$ cat config.mk
export PLATFORM = sky130hd
export DESIGN_NAME = serial_add_ctrl_flat
export DESIGN_NICKNAME = d
export VERILOG_FILES = /design/src/rtl/serial_add_ctrl_if.sv /design/src/rtl/serial_add_ctrl.sv /design/src/flat_wrapper.sv
export SDC_FILE = /design/constraint.sdc
export NUM_CORES = 1
export LEC_CHECK = 0
export ABC_AREA = 1
export BUFFER_PORTS_ARGS = -buffer_cell sky130_fd_sc_hd__buf_2
export CORE_MARGIN = 2
export CORE_UTILIZATION = 41
export DETAILED_ROUTE_END_ITERATION = 8
export PLACE_DENSITY = 0.74
export SETUP_SLACK_MARGIN = 0.5
export SYNTH_ARGS = -nofsm -noshare
export SYNTH_HDL_FRONTEND = slang
export SYNTH_SLANG_ARGS = --single-unit
$ cat constraint.sdc
create_clock -name clk -period 4.2 [get_ports clk]
set_clock_uncertainty 0.15 [all_clocks]
set_input_delay 0.42 -clock clk [delete_from_list [all_inputs] [get_ports clk]]
set_output_delay 0.42 -clock clk [all_outputs]
set_load 0.03 [all_outputs]
$ cat src/rtl/serial_add_ctrl_if.sv
// Host-side handshake bundle for serial_add_ctrl: operand capture on
// start, result delivery on done, plus status flags.
interface serial_add_ctrl_if #(
    parameter int WIDTH = 8
);
    logic             start;
    logic [WIDTH-1:0] a_in;
    logic [WIDTH-1:0] b_in;
    logic             cin;
    logic             busy;
    logic             done;
    logic [WIDTH-1:0] sum_out;
    logic             cout;
    logic             err;

    modport master (
        output start, a_in, b_in, cin,
        input  busy, done, sum_out, cout, err
    );

    modport slave (
        input  start, a_in, b_in, cin,
        output busy, done, sum_out, cout, err
    );
endinterface

$ cat src/rtl/serial_add_ctrl.sv
// Bit-serial adder controller. Feeds an external combinational full adder
// one bit per clock from operand shift registers, keeps the running carry
// in carry_r and assembles a WIDTH-bit result, LSB first.
// Optional feature macro: SERIAL_ADD_SELFCHECK_EN -- builds a parallel
// reference adder and raises a sticky err flag when the serial result
// disagrees with it. Without the macro err is tied low.
module serial_add_ctrl #(
    parameter int WIDTH = 8
) (
    input  logic              clk,
    input  logic              rst,
    serial_add_ctrl_if.slave  bus,
    output logic              fa_a,
    output logic              fa_b,
    output logic              fa_c,
    input  logic              fa_sum,
    input  logic              fa_carry
);

    localparam int CNT_W = (WIDTH > 1) ? $clog2(WIDTH) : 1;
    localparam logic [CNT_W-1:0] LAST_CNT = CNT_W'(WIDTH - 1);

    typedef enum logic [1:0] {
        IDLE = 2'd0,
        RUN  = 2'd1,
        DONE = 2'd2
    } state_t;

    state_t           state;
    state_t           state_nxt;

    logic [WIDTH-1:0] a_sr;
    logic [WIDTH-1:0] b_sr;
    // Upper WIDTH-1 result bits collected so far; the newest bit joins at
    // the top through s_nxt, so the final word is s_nxt on the last edge.
    logic [WIDTH-2:0] s_sr;
    logic [WIDTH-1:0] s_nxt;
    logic             carry_r;
    logic [CNT_W-1:0] cnt;
    logic [WIDTH-1:0] sum_r;
    logic             cout_r;

    logic             run;
    logic             accept;
    logic             last;

    assign run    = (state == RUN);
    assign accept = ((state == IDLE) || (state == DONE)) && bus.start;
    assign last   = run && (cnt == LAST_CNT);
    assign s_nxt  = {fa_sum, s_sr};

    // Adder inputs come straight from registers and are quiet outside RUN.
    assign fa_a = run ? a_sr[0] : 1'b0;
    assign fa_b = run ? b_sr[0] : 1'b0;
    assign fa_c = run ? carry_r : 1'b0;

    assign bus.busy    = run;
    assign bus.done    = (state == DONE);
    assign bus.sum_out = sum_r;
    assign bus.cout    = cout_r;

    // State register.
    always_ff @(posedge clk) begin
        if (rst) begin
            state <= IDLE;
        end else begin
            state <= state_nxt;
        end
    end

    // Next-state logic: DONE can accept a new start directly.
    always_comb begin
        state_nxt = state;
        case (state)
            IDLE:    if (bus.start) state_nxt = RUN;
            RUN:     if (last)      state_nxt = DONE;
            DONE:    state_nxt = bus.start ? RUN : IDLE;
            default: state_nxt = IDLE;
        endcase
    end

    // Operand capture, per-bit shifting and result latch.
    always_ff @(posedge clk) begin
        if (rst) begin
            a_sr    <= '0;
            b_sr    <= '0;
            s_sr    <= '0;
            carry_r <= 1'b0;
            cnt     <= '0;
            sum_r   <= '0;
            cout_r  <= 1'b0;
        end else if (accept) begin
            a_sr    <= bus.a_in;
            b_sr    <= bus.b_in;
            carry_r <= bus.cin;
            cnt     <= '0;
        end else if (run) begin
            a_sr    <= {1'b0, a_sr[WIDTH-1:1]};
            b_sr    <= {1'b0, b_sr[WIDTH-1:1]};
            s_sr    <= s_nxt[WIDTH-1:1];
            carry_r <= fa_carry;
            if (last) begin
                sum_r  <= s_nxt;
                cout_r <= fa_carry;
            end else begin
                cnt <= cnt + CNT_W'(1);
            end
        end
    end

`ifdef SERIAL_ADD_SELFCHECK_EN
    logic [WIDTH-1:0] ref_a;
    logic [WIDTH-1:0] ref_b;
    logic             ref_c;
    logic [WIDTH:0]   ref_sum;
    logic             err_r;

    assign ref_sum = {1'b0, ref_a} + {1'b0, ref_b} + {{WIDTH{1'b0}}, ref_c};
    assign bus.err = err_r;

    // Operand copies and sticky compare against the parallel reference.
    always_ff @(posedge clk) begin
        if (rst) begin
            ref_a <= '0;
            ref_b <= '0;
            ref_c <= 1'b0;
            err_r <= 1'b0;
        end else begin
            if (accept) begin
                ref_a <= bus.a_in;
                ref_b <= bus.b_in;
                ref_c <= bus.cin;
            end
            if (last && ({fa_carry, s_nxt} != ref_sum)) begin
                err_r <= 1'b1;
            end
        end
    end
`else
    assign bus.err = 1'b0;
`endif

endmodule
$ cat src/flat_wrapper.sv
// flat-port wrapper written by rule: the top's interface ports become plain ports
module serial_add_ctrl_flat 
#(
    parameter int WIDTH = 8
)
  (clk, rst, fa_a, fa_b, fa_c, fa_sum, fa_carry, bus_start, bus_a_in, bus_b_in, bus_cin, bus_busy, bus_done, bus_sum_out, bus_cout, bus_err);
  serial_add_ctrl_if #(.WIDTH(WIDTH)) bus_i ();
  input  logic clk;
  input  logic rst;
  output logic fa_a;
  output logic fa_b;
  output logic fa_c;
  input  logic fa_sum;
  input  logic fa_carry;
  input wire logic [$bits(bus_i.start)-1:0] bus_start;
  input wire logic [$bits(bus_i.a_in)-1:0] bus_a_in;
  input wire logic [$bits(bus_i.b_in)-1:0] bus_b_in;
  input wire logic [$bits(bus_i.cin)-1:0] bus_cin;
  output wire logic [$bits(bus_i.busy)-1:0] bus_busy;
  output wire logic [$bits(bus_i.done)-1:0] bus_done;
  output wire logic [$bits(bus_i.sum_out)-1:0] bus_sum_out;
  output wire logic [$bits(bus_i.cout)-1:0] bus_cout;
  output wire logic [$bits(bus_i.err)-1:0] bus_err;
  assign bus_i.start = bus_start;
  assign bus_i.a_in = bus_a_in;
  assign bus_i.b_in = bus_b_in;
  assign bus_i.cin = bus_cin;
  assign bus_busy = bus_i.busy;
  assign bus_done = bus_i.done;
  assign bus_sum_out = bus_i.sum_out;
  assign bus_cout = bus_i.cout;
  assign bus_err = bus_i.err;
  serial_add_ctrl #(.WIDTH(WIDTH)) u_core (.clk(clk), .rst(rst), .bus(bus_i), .fa_a(fa_a), .fa_b(fa_b), .fa_c(fa_c), .fa_sum(fa_sum), .fa_carry(fa_carry));
endmodule
# Word-level counts from Yosys, hierarchy flattened
# Cells that the tools add are included.
# classes
add_sub_neg	1
eq_ne	5
n_mux	13
n_bitwise	2
reduce_logical	10
# ops
op	count
8-bit two-way mux	4
1-bit two-way mux	6
2-bit case mux with 3 select lines	1
2-bit AND reduction	3
2-bit two-way mux	2
2-bit != test, second input constant	2
3-bit by 1-bit adder with 3-bit output, second input constant	1
3-bit == test, second input constant	1
3-bit AND reduction	1
2-bit by 1-bit == test with 1-bit output, second input constant	1
2-bit == test, second input constant	1
1-bit logical AND	2
2-bit logical NOT	1
1-bit NOT	2
2-bit nonzero test	1
2-bit OR reduction	1
1-bit logical OR	1
# totals
reg_bits	38
in_bits	22

# Longest topological paths before layout
# Gate-level depths: netlist of run 1.
# depth
ltp_word	5
depth_mapped	8
mapped_depth_nobuf	8

# Worst setup path before layout of run 1
# No wires, ideal clock.
# synth_path
path_kind	register to output
start	register u_core.state[1]
end	output fa_a
arrival_ns	1.147
required_time_ns	3.630
setup_slack_ns	2.483
path_stages_with_launch	5
n_path_buf	1
path_cell_list	dfxtp_1 -> inv_2 -> nand2_8 -> buf_4 -> nor2_1
# synth_via
elab_chain_len	2
# synth_lines
element	line_no	source
from (decl)	serial_add_ctrl.sv:29	state_t state;
from (signal assigned)	serial_add_ctrl.sv:67	state <= state_nxt;
2-bit by 1-bit == test with 1-bit output	serial_add_ctrl.sv:47	assign run = (state == RUN);
1-bit two-way mux	serial_add_ctrl.sv:53	assign fa_a = run ? a_sr[0] : 1'b0;
to (decl)	flat_wrapper.sv:10	output logic fa_a;
# Every way passes these cells.

# Worst setup path after layout of run 1
# layout_path
start	register u_core.state[0]
end	output bus_busy
# layout_via
elab_chain_len	1
# layout_lines
element	line_no	source
2-bit by 1-bit == test with 1-bit output	serial_add_ctrl.sv:47	
to (decl)	flat_wrapper.sv:19	output wire logic [$bits(bus_i.busy)-1:0] bus_busy;
# Every way passes these cells.

==> metrics.csv, run 1 <==
metric,value,unit
synth.area.top_cells,"dfxtp_1, nor2_1, nand2_1",
synth-edff-count,0,
drt_iter0_drc,56,
cts.reportedPaths.clkPinSlew,0.08,ns
fin_crit_sh,52.8,%
drc,0,
dieArea,4830,sq um
async_flop_share,0,%
num-nets-final,290,
drive_above_1_share,23.6,%
drt-met1-wl,1.58,mm
setup_ws,1.98,ns
antennaDiodeCount,0,
critPathMaxStageDelay,0.74,ns
grt_use_total,15.9,%
final_area,2030,sq um
synthesis.area,1760,sq um
antenna_found_initial,0,
syn2layout_area_growth,15.2,%
ir_drop,220,uV
syn_nets,258,
wl,3.39,mm
clock_sinks,38,
dp_cells,309,
h-tree-depth,2,
grt_pass1_wl,6.15,mm
clk_path_buf_depth,2,
synth.most_common_cell,nor2_1,
ys_types,28,
numCtsBuffers,5,
cp_slowest_cell,dfxtp_1,
drtPass1Iterations,4,
worstSetupEndpointType,primary output,
vias,1487,
grt_overflow_total,0,
cts-root-buf,clkbuf_8,
floorplan.rows,23,
start_kind,flop,
cts_tree,yes,
start_util,43.4,%
ys_seq_elements,38,
synth_top_area_share,43.2,%
core_area,4060,sq um
portBuffers,35,
die_y,69.5,microns
grt_max_degree,28,
final_max_slew_viol_count,0,
die_x,69.5,microns
power_per_cell_area,405,nW/um^2
routed.top_layer,met4,
hold_viol,0,
fin_crit,2.22,ns
wl_met3,196,microns
outcome,"finished, final reports clean",
critPathRequiredTime,3.63,ns
synth_seq_area_share,43.2,%
fmax,451,MHz
synth_warnings,0,
crit_arrival,1.65,ns
netlist_instances,234,
synth.avg_cell_area,7.52,sq um
maxCapViolations,0,
leakage,1.03,nW
pre_cts_ws,2.29,ns
dp.final_hpwl,2.37,mm
synth_top_area_cell,dfxtp_1,
slew-limit-headroom,56.5,%
detail-route-antenna-nets,0,
hold_path_class,in2reg,
worst_slew_pin_slew,0.652,ns
synth_common_cells,"nor2_1, dfxtp_1, nand2_1",
tns,0,ns
wl_per_cell,10.7,microns
post_cts_resized,0,
setup_viol,0,
clk_latency,0.30,ns
synthFlopType,dfxtp_1,
rsz0062_at_grt,false,
dpl-instance-area,1910,sq um
grt_pass1_vias,1429,
cts_hold_buffers,0,
instances_no_fill,317,
via_per_inst,4.69,
path_max_fanout,11,
gp_congestion,0.756,
critical_path_class,reg2out,
met2_length,1.55,mm
cts_setup_buffers,0,
design.portCount,37,
cp_cell_sequence,inv_8 > nor2_4 > buf_2,
[per-stage QoR]
step | hold slack [ns] | utilization [%] | power [mW]
after floorplan | 0.285 | - | 0.496
after global placement | 0.305 | 47.2 | 0.513
after CTS | 0.175 | 50.0 | 0.828
after global routing | 0.206 | 50.0 | 0.864
final | 0.178 | 50.0 | 0.821
after detailed placement | 0.314 | 47.2 | 0.516
[critical path, delay by kind of cell (launching register included)]
family / cells / cell delay, ns
flops: 1 / 0.74
buf+inv: 2 / 0.33
simple gates: 1 / 0.27
[cells by family after synthesis]
kind of cell	after synthesis	synth area share, %
AOI/OAI and AO/OA	42	13.4
DFF	38	43.2
buffers and inverters	45	12.7
and+or+nand+nor	106	29.1
adders and majority gates	2	1.42
other	1	0.213
[placed cells by master, fill, tap and decap left out, types with 2 or more instances in the layout]
cell,synthesis,layout
nand2_2,5,5
ha_1,2,2
inv_1,31,31
dfxtp_1,38,38
inv_2,3,3
buf_2,1,35
nand3_1,18,18
a21oi_2,2,2
o21ai_0,22,22
o21ai_1,2,2
nor2_1,43,43
nand2_1,32,32
clkbuf_8,0,5
nor2_4,2,2
a21oi_1,12,12
clkinvlp_4,0,2
nand2_8,2,2
[flip-flops by register name, summed over array words and instances (netlist names)]
name / cells
u_core.state: 2
u_core.bus.sum_out: 8
u_core.s_sr: 7
u_core.carry_r: 1
u_core.b_sr: 8
u_core.bus.cout: 1
u_core.a_sr: 8
u_core.cnt: 3
[power by group]
group / switching, mW / total (mW) / internal (mW)
Clock: 0.136 / 0.313 / 0.177
Sequential: 0.0150 / 0.399 / 0.384
Combinational: 0.0695 / 0.109 / 0.0393
Total: 0.221 / 0.821 / 0.600
[worst paths after layout]
path / depth (start not counted) / end / from / slack, ns
worst max-delay path: 3 / bus_busy / u_core.state[0] / 1.98
worst min-delay path: 3 / u_core.bus.sum_out[7] / fa_sum / 0.18
worst max register to register: 5 / u_core.bus.sum_out[2] / u_core.state[0] / 2.47
worst min register to register: 2 / u_core.bus.sum_out[7] / u_core.bus.sum_out[7] / 0.33
[per-layer routing]
layer  global-route usage [%]  vias up
met3                     5.52        6
met5                        0        -
met2                     25.5       36
met1                     19.1      655
li1                         -      790
met4                     7.19        0
[final cells by class]
| class | count | area (sq um) |
|---|---|---|
| sequential | 38 | 761 |
| tap | 50 | 62.6 |
| fill | 418 | 2030 |
| timing repair buffer | 35 | 175 |
| clock inverter | 3 | 45.0 |
| clock buffer | 5 | 68.8 |
| inverter | 35 | 139 |
| multi-input combinational | 151 | 777 |
(Power assumes the default switching activity.)
==> run 2, diff against run 1 <==
Settings changed: ABC_AREA 1 to 0, PLACE_DENSITY 0.74 to 0.75.
Clock period 4.2 ns to 2.3 ns, I/O delays scaled along.
==> run 2 against run 1 <==
  * Cell count down 18%
  * Sequential power up 77%
  * First-iteration DRC count down 16%
  * Hold slack worse by 0.14 ns
  * Critical path type unchanged
  * Routed wire length down 7.1%
  * Clock power up 75%
  * Non-clock buffer count up 5
  * Critical path depth up 1
  * Setup slack worse by 1.4 ns
  * Synthesized cell count down 24%
==> metrics.csv, run 2 <==
metric,value,unit
outcome,"finished, final reports clean",
grt_overflow_total,0,
clk_latency,0.29,ns
synth_common_cells,"dfxtp_1, nand2_1, a21oi_1",
worst_slew_pin_slew,0.664,ns
power,1.41,mW
synth.most_common_cell,dfxtp_1,
grt_max_degree,39,
final_max_slew_viol_count,0,
grt_pass1_vias,1267,
antenna_found_initial,0,
floorplan.rows,22,
syn_nets,203,
detail-route-antenna-nets,0,
wl,3.15,mm
portBuffers,35,
cts-root-buf,clkbuf_8,
fmax,578,MHz
fin_crit_sh,75.2,%
via_per_inst,5.10,
num-nets-final,236,
path_max_fanout,19,
drc,0,
slew-limit-headroom,55.7,%
syn2layout_area_growth,21.2,%
vias,1332,
crit_arrival,1.35,ns
grt_pass1_wl,5.52,mm
seq_area,762,sq um
clock_sinks,38,
hold_viol,0,
critical_path_class,reg2out,
synth.avg_cell_area,8.48,sq um
wl_per_cell,12.1,microns
busiest_layer,met2,
async_flop_share,0,%
rsz0062_at_grt,true,
numCtsBuffers,5,
use_met3,5.73,%
core_area,3610,sq um
holdPathStages,3,
ir_drop,452,uV
netlist_instances,179,
gp_congestion,0.712,
fill_cells,369,
fin_crit,1.73,ns
clk_path_buf_depth,2,
ys_types,25,
hold_path_class,in2reg,
worstSetupEndpointType,primary output,
design.portCount,37,
dp.final_hpwl,1.95,mm
final_cell_mix,"nand2_1, dfxtp_1, buf_2",
drtPass1Iterations,4,
power_per_cell_area,768,nW/um^2
antennaDiodeCount,0,
leakage,0.738,nW
synth_top_area_share,50.1,%
grt_use_total,17.1,%
critPathRequiredTime,1.92,ns
start_util,42.1,%
synthFlopType,dfxtp_1,
synth_top_area_cell,dfxtp_1,
die_x,64.8,microns
met1_usage,19.8,%
cts_tree,yes,
drt_iter0_drc,47,
worstRegToRegCells,5,
multi_input_area,678,sq um
synth_warnings,0,
ys_seq_elements,38,
cts.reportedPaths.clkPinSlew,0.08,ns
final_util,51.0,%
synth.area.top_cells,"dfxtp_1, nand2_1, a21oi_1",
h-tree-depth,2,
setup_viol,0,
drive_above_1_share,25.4,%
dieArea,4200,sq um
synthesis.area,1520,sq um
synth_seq_area_share,50.1,%
tns,0,ns
die_y,64.8,microns
grtUsageMet2,28.1,%
maxCapViolations,0,
synth-edff-count,0,
start_kind,flop,
==> run 2: cell count changes in the layout (fill, tap and decap cells not counted), sizes merged, moves of 3 or more <==
cell    before  now
mux2i        0    4
a311oi       0    7
and2         0    3
nand2       40   37
nand3       19   11
inv         35    2
a21oi       14   18
o21ai       24    0
buf         35   40
nor3         0   17
o22ai        0    6
nor2        47   10
==> run 2: critical path, stage by stage, from the launching register on <==
cell and delay [ns]:
dfxtp_1 0.41, nand2b_4 0.22, inv_8 0.07, and2_1 0.17, buf_2 0.17
==> run 2: what timing repair did <==
| item | 4_1_cts | 5_1_grt |
|---|---|---|
| setup endpoints to repair | 13 | 14 |
| resized for setup | 3 | 2 |
| cloned | 1 | 0 |
| pin swaps | 1 | 1 |
| setup buffers | 2 | 0 |
| hold buffers | 0 | 0 |
==> run 2: where the power goes <==
group          switching [mW]  internal [mW]
sequential             0.0181          0.690
combinational          0.0956         0.0612
clock                   0.230          0.319
==> run 2: final cells by class <==
type / count / share of cell area [%]
Clock inverter: 3 / 2.18
Timing Repair Buffer: 40 / 11.6
Timing Repair inverter: 1 / 0.340
Multi-Input combinational cell: 125 / 36.9
Clock buffer: 5 / 3.74
Inverter: 1 / 0.612
Sequential cell: 38 / 41.4
Tap cell: 48 / 3.27
==> run 2: path summary, 6_finish.rpt <==
check                        start               endpoint  slack (ns)
max                u_core.state[1]                   fa_b        0.57
min                         fa_sum         u_core.s_sr[6]        0.04
max reg2reg          u_core.cnt[0]          u_core.cnt[1]        0.62
min reg2reg  u_core.bus.sum_out[3]  u_core.bus.sum_out[3]        0.30
==> run 2: through the flow <==
step,instance area (sq um),setup slack (ns),hold WS (ns),cells
after floorplan,1520,0.680,0.216,179
after global placement,1700,0.522,0.292,250
after detailed placement,1700,0.478,0.296,250
after CTS,1840,0.518,0.0294,261
after global routing,1840,0.497,0.0326,261
final,1840,0.570,0.0397,261
==> run 2: per-layer routing <==
layer  part of all wire [%]  vias up
met5                      0        -
met3                    6.9        6
met1                     45      609
met4                    1.6        0
li1                       -      681
met2                     46       36
==> run 2: cells by family after synthesis <==
| kind of cell | after synthesis | share of synthesized area, % |
|---|---|---|
| AOI/OAI and AO/OA | 33 | 13.4 |
| DFF | 38 | 50.1 |
| and+or+nand+nor | 84 | 25.6 |
| other | 1 | 0.247 |
| muxes | 4 | 2.64 |
| xor gates and xnor gates | 1 | 0.577 |
| adders and majority gates | 2 | 1.65 |
| buffers and inverters | 16 | 5.69 |
==> run 3, diff against run 2 <==
Clock period 2.3 ns to 1.61 ns, I/O delays scaled along.
==> run 3 against run 2 <==
  * The run now ends with hold timing left
  * Design area up 38%
  * Hold slack worse by 0.041 ns
  * Power up 52%
  * Routed wire length up 36%
  * Register-to-register slack worse by 0.52 ns
  * Sequential share of layout area down 11 points
  * Clock-buffer cell count up 2
  * Non-clock buffer count up 34
  * Combinational power rose to 2.8 times the previous value
  * Critical path depth up 3
  * Global-route usage up 4.0 points
  * Largest cell class is now multi-input gates
  * Largest power group unchanged
==> metrics.csv, run 3 (synthesis gave the netlist of run 2 again) <==
metric,value,unit
worstSetupEndpointType,flop,
h-tree-depth,2,
r2r-end,u_core.bus.sum_out[4],
drive_above_1_share,46.0,%
power_per_cell_area,848,nW/um^2
grt_overflow_total,0,
crit_cells,7,
cp_cell_sequence,ha_4 > ha_4 > buf_4 > nand3b_1 > buf_6 > nand2_1 > a21oi_1,
grt_pass1_vias,1445,
core_area,3610,sq um
detail-route-antenna-nets,0,
hold_ws,-0.00104,ns
antenna_found_initial,0,
dpl-instance-area,1790,sq um
gp_congestion,0.756,
fin_crit_sh,93.8,%
wl_per_cell,14.5,microns
crit_path_frequent_cell,ha_4,
critPathLaunch,u_core.cnt[0],
ir_drop,694,uV
critPathMaxStageDelay,0.34,ns
dieArea,4200,sq um
fill_cells,272,
maxCapViolations,0,
start_util,42.1,%
crit-reg2reg-launch,u_core.cnt[0],
via_per_inst,5.11,
final_area,2530,sq um
fmax,662,MHz
final_max_slew_viol_count,0,
power,2.15,mW
die_x,64.8,microns
r2r_setup_slack,0.1,ns
cp_slowest_cell,dfxtp_2,
critical_path_class,reg2reg,
grt_use_total,21.2,%
critPathRequiredTime,1.69,ns
drt_iter0_drc,75,
floorplan.rows,22,
wl,4.30,mm
start_kind,flop,
worstRegToRegCells,7,
dp.final_hpwl,2.02,mm
outcome,finished with violations,
tns,0,ns
final_cell_mix,"nand2_1, dfxtp_1, buf_2",
hold_viol,1,
syn2layout_area_growth,66.9,%
numCtsBuffers,5,
final_common_cell,nand2_1,
grt_pass1_wl,6.82,mm
grt_max_degree,39,
rsz0062_at_grt,true,
cts-root-buf,clkbuf_8,
leakage,1.01,nW
vias,1513,
num-nets-final,271,
crit_buf_inv,2,
antennaDiodeCount,0,
cp-endpoint,u_core.bus.sum_out[4],
design.portCount,37,
hold_path_class,in2reg,
drtPass1Iterations,4,
cts.reportedPaths.clkPinSlew,0.08,ns
crit_arrival,1.59,ns
setup_viol,0,
clk_path_buf_depth,2,
path_max_fanout,5,
die_y,64.8,microns
cts_tree,yes,
violations,hold timing,
drc,0,
clock_sinks,38,
clk_latency,0.30,ns
crit_family,flip-flops,
fin_crit,1.51,ns
portBuffers,35,
run 3: cell types whose count changed in the layout (fill, tap and decap cells not counted), sizes merged:
cell / change
clkbuf: +3
buf: +21
bufinv: -1
dlygate4sd3: +11
bufbuf: +1
run 3: layout make-up:
type | instances | area, sq um | area share, %
multi-input cells | 125 | 838 | 33.1
flip-flops and latches | 38 | 779 | 30.8
repair buffers | 74 | 719 | 28.4
clock buffers | 7 | 86.3 | 3.41
well taps | 48 | 60.1 | 2.37
repair inverters | 2 | 27.5 | 1.09
inverters | 1 | 16.3 | 0.642
clock inverters | 1 | 5.00 | 0.198
run 3: timing repair:
| action | CTS | global route |
|---|---|---|
| endpoints found under the setup margin | 52 | 50 |
| cloned | 4 | 2 |
| setup buffers | 14 | 4 |
| pin swaps | 10 | 15 |
| resized for setup | 49 | 39 |
| hold buffers | 11 | 0 |
| hold endpoints to repair | 12 | 0 |
run 3: metrics by stage:
stage / setup slack, ns / instances / util [%] / hold WS (ns)
2_1_floorplan: 0.176 / 179 / - / 0.147
4_1_cts: 0.113 / 290 / 65.0 / 0.000270
3_3_place_gp: 0.118 / 253 / 49.5 / 0.269
5_1_grt: 0.0234 / 296 / 70.2 / 0.0208
3_5_place_dp: 0.112 / 253 / 49.5 / 0.275
6_report: 0.0994 / 296 / 70.2 / -0.00104
run 3: worst min-delay path: stages:
cell and delay [ns]:
buf_2 0.08, a22oi_2 0.05, a21oi_1 0.12
run 3: metal layers:
layer / wire, microns / share of wire [%] / global-route usage, %
met1: 1910 / 44 / 26.1
met2: 2170 / 50 / 35.4
met3: 163 / 3.8 / 6.08
met4: 62 / 1.4 / 6.65
met5: 0 / 0 / 0
run 3: how the worst min path moves through the flow:
stage,start,endpoint,depth (start not counted)
finish,bus_b_in[0],u_core.b_sr[0],3
floorplan,fa_sum,u_core.s_sr[6],2
CTS,bus_b_in[0],u_core.b_sr[0],3
detailed placement,fa_sum,u_core.s_sr[6],3
global route,bus_b_in[6],u_core.b_sr[6],3
global placement,fa_sum,u_core.s_sr[6],3
run 3: power by group:
part | switching, mW | internal (mW) | leakage [nW]
Combinational | 0.204 | 0.236 | 0.646
Sequential | 0.0352 | 0.983 | 0.316
Clock | 0.343 | 0.346 | 0.0482
